--- src/rtl/tdp_ram_if.sv ---
// tdp_ram_if: access bundle for the true dual-port RAM.
//   clr/busy           memory-clear request and clear-engine status
//   en/wen/be/a/di x   port x access enable, write enable, byte enables, address, write data
//   do/vld x           port x registered read data and its valid flag
//   coll               write-write collision pulse
// The master modport drives requests; the slave modport is the RAM side.
interface tdp_ram_if #(
    parameter int unsigned DW = 8,
    parameter int unsigned AW = 4
) ();
    localparam int unsigned NB = DW / 8;

    logic          clr;
    logic          busy;

    logic          en0;
    logic          wen0;
    logic [NB-1:0] be0;
    logic [AW-1:0] a0;
    logic [DW-1:0] di0;
    logic [DW-1:0] do0;
    logic          vld0;

    logic          en1;
    logic          wen1;
    logic [NB-1:0] be1;
    logic [AW-1:0] a1;
    logic [DW-1:0] di1;
    logic [DW-1:0] do1;
    logic          vld1;

    logic          coll;

    modport master (
        output clr, en0, wen0, be0, a0, di0, en1, wen1, be1, a1, di1,
        input  busy, do0, vld0, do1, vld1, coll
    );

    modport slave (
        input  clr, en0, wen0, be0, a0, di0, en1, wen1, be1, a1, di1,
        output busy, do0, vld0, do1, vld1, coll
    );
endinterface

--- src/rtl/tdp_ram_ctrl.sv ---
// tdp_ram_ctrl: true dual-port RAM with byte enables, registered reads,
// selectable same-port read-during-write, deterministic write-write collision
// resolution (port 0 wins per byte lane) and a sequenced memory-clear engine.
//   clk    rising-edge clock shared by both ports
//   rst_n  asynchronous active-low reset (memory contents are kept)
//   bus    slave side of tdp_ram_if (both ports, clear control, status)
module tdp_ram_ctrl #(
    parameter int unsigned DW       = 8,
    parameter int unsigned AW       = 4,
    parameter int unsigned DEPTH    = 16,
    parameter int unsigned RDW_MODE = 0
) (
    input logic        clk,
    input logic        rst_n,
    tdp_ram_if.slave   bus
);
    localparam int unsigned NB = DW / 8;

    typedef enum logic {
        IDLE  = 1'b0,
        CLEAR = 1'b1
    } state_t;

    state_t        state;
    state_t        state_nxt;
    logic [AW-1:0] cnt;
    logic [AW-1:0] cnt_nxt;

    logic [DW-1:0] mem [DEPTH];

    logic          acc0, acc1;
    logic          rng0, rng1;
    logic          wr0, wr1;
    logic          coll_addr;
    logic [DW-1:0] old0, old1;
    logic [DW-1:0] new0, new1;
    logic [DW-1:0] rd0, rd1;

    logic [DW-1:0] do0_q, do1_q;
    logic          vld0_q, vld1_q;
    logic          coll_q;
    logic          busy_q;

    // Overlay the enabled byte lanes of wdat onto base.
    function automatic logic [DW-1:0] merge(input logic [DW-1:0] base,
                                            input logic [DW-1:0] wdat,
                                            input logic [NB-1:0] be);
        logic [DW-1:0] r;
        r = base;
        for (int b = 0; b < int'(NB); b++) begin
            if (be[b]) r[8*b +: 8] = wdat[8*b +: 8];
        end
        return r;
    endfunction

    // State register for the clear engine.
    always_ff @(posedge clk or negedge rst_n) begin
        if (!rst_n) begin
            state <= IDLE;
            cnt   <= '0;
        end else begin
            state <= state_nxt;
            cnt   <= cnt_nxt;
        end
    end

    // Clear engine next state: one word per cycle, 0..DEPTH-1.
    always_comb begin
        state_nxt = state;
        cnt_nxt   = cnt;
        case (state)
            IDLE: begin
                if (bus.clr) begin
                    state_nxt = CLEAR;
                    cnt_nxt   = '0;
                end
            end
            CLEAR: begin
                if (cnt == AW'(DEPTH - 1)) begin
                    state_nxt = IDLE;
                    cnt_nxt   = '0;
                end else begin
                    cnt_nxt = cnt + AW'(1);
                end
            end
            default: begin
                state_nxt = IDLE;
                cnt_nxt   = '0;
            end
        endcase
    end

    // Access decode, collision resolution and read-data selection.
    // On a collision, port 1's merge is applied first and port 0's on top,
    // so port 0 owns every lane it enables; the combined word goes through
    // port 0's write path and port 1's write is suppressed.
    always_comb begin
        acc0      = (state == IDLE) && !bus.clr && bus.en0;
        acc1      = (state == IDLE) && !bus.clr && bus.en1;
        rng0      = 32'(bus.a0) < DEPTH;
        rng1      = 32'(bus.a1) < DEPTH;
        old0      = '0;
        old1      = '0;
        if (rng0) old0 = mem[bus.a0];
        if (rng1) old1 = mem[bus.a1];
        wr0       = acc0 && bus.wen0 && rng0;
        wr1       = acc1 && bus.wen1 && rng1;
        coll_addr = wr0 && wr1 && (bus.a0 == bus.a1);
        new0      = merge(old0, bus.di0, bus.be0);
        new1      = merge(old1, bus.di1, bus.be1);
        if (coll_addr) begin
            new0 = merge(new1, bus.di0, bus.be0);
            new1 = new0;
        end
        // Cross-port reads always see the pre-edge word (old0/old1).
        rd0 = old0;
        rd1 = old1;
        if (RDW_MODE == 1 && wr0) rd0 = new0;
        if (RDW_MODE == 1 && wr1) rd1 = new1;
    end

    // Memory array: clear engine has exclusive use while running.
    always_ff @(posedge clk) begin
        if (state == CLEAR) begin
            mem[cnt] <= '0;
        end else begin
            if (wr0)              mem[bus.a0] <= new0;
            if (wr1 && !coll_addr) mem[bus.a1] <= new1;
        end
    end

    // Registered outputs.
    always_ff @(posedge clk or negedge rst_n) begin
        if (!rst_n) begin
            do0_q  <= '0;
            do1_q  <= '0;
            vld0_q <= 1'b0;
            vld1_q <= 1'b0;
            coll_q <= 1'b0;
            busy_q <= 1'b0;
        end else begin
            vld0_q <= acc0;
            vld1_q <= acc1;
            if (acc0) do0_q <= rd0;
            if (acc1) do1_q <= rd1;
            coll_q <= coll_addr && (|(bus.be0 & bus.be1));
            busy_q <= (state_nxt == CLEAR);
        end
    end

    assign bus.do0  = do0_q;
    assign bus.do1  = do1_q;
    assign bus.vld0 = vld0_q;
    assign bus.vld1 = vld1_q;
    assign bus.coll = coll_q;
    assign bus.busy = busy_q;

endmodule

--- src/flat_wrapper.sv ---
// flat-port wrapper written by rule: the top's interface ports become plain ports
module tdp_ram_ctrl_flat 
#(
    parameter int unsigned DW       = 8,
    parameter int unsigned AW       = 4,
    parameter int unsigned DEPTH    = 16,
    parameter int unsigned RDW_MODE = 0
)
  (clk, rst_n, bus_clr, bus_en0, bus_wen0, bus_be0, bus_a0, bus_di0, bus_en1, bus_wen1, bus_be1, bus_a1, bus_di1, bus_busy, bus_do0, bus_vld0, bus_do1, bus_vld1, bus_coll);
  tdp_ram_if #(.DW(DW), .AW(AW)) bus_i ();
  input logic clk;
  input logic rst_n;
  input wire logic [$bits(bus_i.clr)-1:0] bus_clr;
  input wire logic [$bits(bus_i.en0)-1:0] bus_en0;
  input wire logic [$bits(bus_i.wen0)-1:0] bus_wen0;
  input wire logic [$bits(bus_i.be0)-1:0] bus_be0;
  input wire logic [$bits(bus_i.a0)-1:0] bus_a0;
  input wire logic [$bits(bus_i.di0)-1:0] bus_di0;
  input wire logic [$bits(bus_i.en1)-1:0] bus_en1;
  input wire logic [$bits(bus_i.wen1)-1:0] bus_wen1;
  input wire logic [$bits(bus_i.be1)-1:0] bus_be1;
  input wire logic [$bits(bus_i.a1)-1:0] bus_a1;
  input wire logic [$bits(bus_i.di1)-1:0] bus_di1;
  output wire logic [$bits(bus_i.busy)-1:0] bus_busy;
  output wire logic [$bits(bus_i.do0)-1:0] bus_do0;
  output wire logic [$bits(bus_i.vld0)-1:0] bus_vld0;
  output wire logic [$bits(bus_i.do1)-1:0] bus_do1;
  output wire logic [$bits(bus_i.vld1)-1:0] bus_vld1;
  output wire logic [$bits(bus_i.coll)-1:0] bus_coll;
  assign bus_i.clr = bus_clr;
  assign bus_i.en0 = bus_en0;
  assign bus_i.wen0 = bus_wen0;
  assign bus_i.be0 = bus_be0;
  assign bus_i.a0 = bus_a0;
  assign bus_i.di0 = bus_di0;
  assign bus_i.en1 = bus_en1;
  assign bus_i.wen1 = bus_wen1;
  assign bus_i.be1 = bus_be1;
  assign bus_i.a1 = bus_a1;
  assign bus_i.di1 = bus_di1;
  assign bus_busy = bus_i.busy;
  assign bus_do0 = bus_i.do0;
  assign bus_vld0 = bus_i.vld0;
  assign bus_do1 = bus_i.do1;
  assign bus_vld1 = bus_i.vld1;
  assign bus_coll = bus_i.coll;
  tdp_ram_ctrl #(.DW(DW), .AW(AW), .DEPTH(DEPTH), .RDW_MODE(RDW_MODE)) u_core (.clk(clk), .rst_n(rst_n), .bus(bus_i));
endmodule
--- config.mk ---
export PLATFORM = sky130hd
export DESIGN_NAME = tdp_ram_ctrl_flat
export DESIGN_NICKNAME = d
export VERILOG_FILES = /design/src/rtl/tdp_ram_if.sv /design/src/rtl/tdp_ram_ctrl.sv /design/src/flat_wrapper.sv
export SDC_FILE = /design/constraint.sdc
export NUM_CORES = 1
export LEC_CHECK = 0
export CAP_MARGIN = 5
export CORE_MARGIN = 2
export CORE_UTILIZATION = 25
export DETAILED_ROUTE_END_ITERATION = 7
export PLACE_DENSITY = 0.46
export SYNTH_ARGS = -nofsm -noshare
export SYNTH_HDL_FRONTEND = slang
export SYNTH_SLANG_ARGS = --single-unit
--- constraint.sdc ---
create_clock -name clk -period 7.5 [get_ports clk]
set_clock_uncertainty 0.05 [all_clocks]
set_input_delay 1.125 -clock clk [delete_from_list [all_inputs] [get_ports clk]]
set_output_delay 1.125 -clock clk [all_outputs]
set_load 0.01 [all_outputs]
==> qor.yml <==
cts-root-buf: "clkbuf_16"
ys_ff_latch: 152
ys_warn_count: 0
cts_setup_buffers: 0
regToRegStartpoint: "u_core.state$_DFF_PN0_"
synth_cells: 888
die_h_um: 202.8
regArea_sq_mm: 0.004444
maxCapViolCount: 0
synth_cell_types: 51
cts_tree: "yes"
ctsLongestPathBuffers: 2
r2r_cells: 5
p_leak_nw: 3.935
h-tree-depth: 4
worst_ir_drop_vdd_v: 0.0001503
antenna_cells: 0
crit_type: "in2reg"
die_x_um: 202.8
fin_crit_sh_pct: 67.73
drtIter0Drc: 771
fin_tns_setup_ps: 0
finalSetupViolCount: 0
power.total_mw: 2.801
worst_slew_pin_slew_ps: 1206
core_sq_mm: 0.03883
final.fill_count: 3974
synthSimpleGateAreaFrac_pct: 13.02
clock_latency_ps: 440
layout_common_cells: "nor2_1 (150), edfxtp_1 (128), a21oi_2 (90)"
end_kind: "flip-flop"
drv_slew: 0
multi_input_area_sq_mm: 0.004818
cts_buffers: 17
hold_path_end: "u_core.bus.do1[0]$_DFFE_PN0N_"
via_count: 7401
clock-sinks: 152
dp.cells: 1385
min-delay-start: "u_core.bus.do1[0]$_DFFE_PN0N_"
status: "complete, no violations"
critPathArrivalTime_ps: 5080
fmax_ghz: 0.1969
powerDensity_mw_per_mm2: 251.9
stdcell_count: 1416
maxSlewHeadroom_pct: 18.72
rows: 72
grt_max_degree: 66
cp_max_fo: 23
drt_wl_total_mm: 35.34
mostFrequentLayoutCell: "nor2_1"
grt_pass1_vias: 7124
gp_congestion: 0.9103
required_ps: 7500
grt.overflow.total: 0
rsz0062_at_grt: "false"
hold_buffers: 0
start_util_pct: 25.44
cts.repair.resized: 0
io_buffers: 52
syn_avg_cell_area_sq_um: 11.12
syn_nets: 922
hold_path.class: "reg2reg"
hold_depth: 2
path_clk_slew_ps: 60
avgRoutedWirePerCell_um: 24.96
antenna_found_initial: 0
synth_compound_area_share_pct: 21.41
final_layout_size_suffix_gt1_share_pct: 21.16
dpl.hpwl_mm: 25.34
critPathLaunchType: "input port"
hold_viol_final: 0
drc: 0
synth-seq-area-share_pct: 44.99
drt_pass1_iterations: 6
grt_usage_pct: 17.45
postRouteAntennaNets: 0
via_per_inst: 5.227
fin_nets: 920
grt_pass1_wl_mm: 51.50
syn_to_final_growth_pct: 12.56
top_level_ports: 53
synthAdderAreaFrac_pct: 0.1267
r2r_end: "u_core.mem[8][1]$_DFFE_PP_"
synth_area_sq_mm: 0.009878
rrSetupSlack_ps: 3490
synthMuxAreaShare_pct: 13.78
synth_xor_xnor_area_share_pct: 0.4433
synth_top_family_by_area: "compound AO/OA/AOI/OAI gates"
min_period_ps: 5079
die_area_sq_mm: 0.04112
[registers in the layout (all words and copies together), names as in the netlist]
signal and cells:
u_core.cnt 4, u_core.mem 128, u_core.state 1, u_core.bus.do1 8
u_core.bus.do0 8, u_core.bus.vld0 1, u_core.bus.vld1 1, u_core.bus.coll 1
[logic make-up (layout without fill, tap and decap cells)]
kind of cell / count (synthesis) / after routing
and+or+nand+nor: 280 / 280
AOI/OAI and AO/OA: 262 / 262
DFF: 152 / 152
muxes: 96 / 96
buffers and inverters: 92 / 102
xor gates and xnor gates: 5 / 5
adders and majority gates: 1 / 1
[worst max-delay path, cell delays in order]
cell and delay [ps]:
clkdlybuf4s50_1 1080, xnor2_1 130, nand4_1 380, or2_1 700, nand4_1 880, o21ai_0 770
[layer usage]
| metal | GRT usage, % | share of wire (%) |
|---|---|---|
| met5 | 0 | 0 |
| met3 | 2.311 | 5.4 |
| met2 | 27.13 | 44 |
| met1 | 24.03 | 46 |
| met4 | 8.290 | 4.7 |
[report_power, final]
part	switching (mW)	total, mW	internal (mW)
logic	0.424	0.698	0.274
clock network	0.352	0.870	0.518
registers	0.131	1.23	1.10
total	0.907	2.80	1.89
[cell type report]
type	count	area share [%]
Timing Repair Buffer	64	5.379
Clock inverter	13	1.395
Clock buffer	18	3.860
Inverter	7	0.2363
Sequential cell	152	39.97
Multi-Input combinational cell	644	43.33
Tap cell	518	5.829
[how the worst max path moves through the flow]
stage / slack (ps) / startpoint / depth (start not counted) / to
floorplan: 4170 / bus_a0[2] / 10 / u_core.mem[9][0]$_DFFE_PP_
global placement: 2160 / bus_a1[2] / 6 / u_core.mem[14][6]$_DFFE_PP_
detailed placement: 2110 / bus_a1[2] / 6 / u_core.mem[8][0]$_DFFE_PP_
CTS: 2590 / bus_a1[2] / 6 / u_core.mem[8][4]$_DFFE_PP_
global route: 2180 / bus_a1[2] / 6 / u_core.mem[8][4]$_DFFE_PP_
finish: 2420 / bus_a1[2] / 6 / u_core.mem[8][1]$_DFFE_PP_
[cell usage after synthesis (all sizes together)]
cell | number | area, sq um
and2b | 1 | 7.510
a22o | 19 | 166.4
xnor2 | 4 | 35.03
a41oi | 1 | 8.760
mux4 | 32 | 720.7
a21oi | 137 | 1102
xor2 | 1 | 8.760
nor2 | 152 | 575.6
a311oi | 1 | 26.28
buf | 64 | 508.0
ha | 1 | 12.51
o21a | 1 | 7.510
nor4 | 8 | 50.05
clkbuf | 21 | 81.33
nor2b | 16 | 102.6
nand2b | 1 | 6.260
o22a | 1 | 8.760
a32oi | 9 | 78.83
mux2i | 64 | 640.6
o31ai | 7 | 52.55
nand3 | 20 | 100.1
a22oi | 29 | 222.7
o21ai | 36 | 180.2
or3 | 1 | 6.260
nand2 | 41 | 161.4
dfrtp | 24 | 600.6
a31oi | 20 | 245.2
or2 | 1 | 6.260
a2111oi | 1 | 15.01
and3 | 1 | 6.260
nor3 | 9 | 45.04
edfxtp | 128 | 3844
nor3b | 3 | 22.52
nand4 | 20 | 150.1
and2 | 4 | 25.02
inv | 7 | 26.28
nor4b | 1 | 8.760
and4bb | 1 | 12.51
[through the flow]
stage	instance area [sq um]	setup WS, ps	hold slack, ps	util (%)
detailed placement	10540	2114	421.5	27.13
CTS	11120	2593	436.5	28.64
global route	11120	2182	461.4	28.64
global placement	10540	2163	417.0	27.13
finish	11120	2421	426.7	28.64
floorplan	9878	4173	466.2	-
Note: power is estimated with default switching activity, not from simulation.
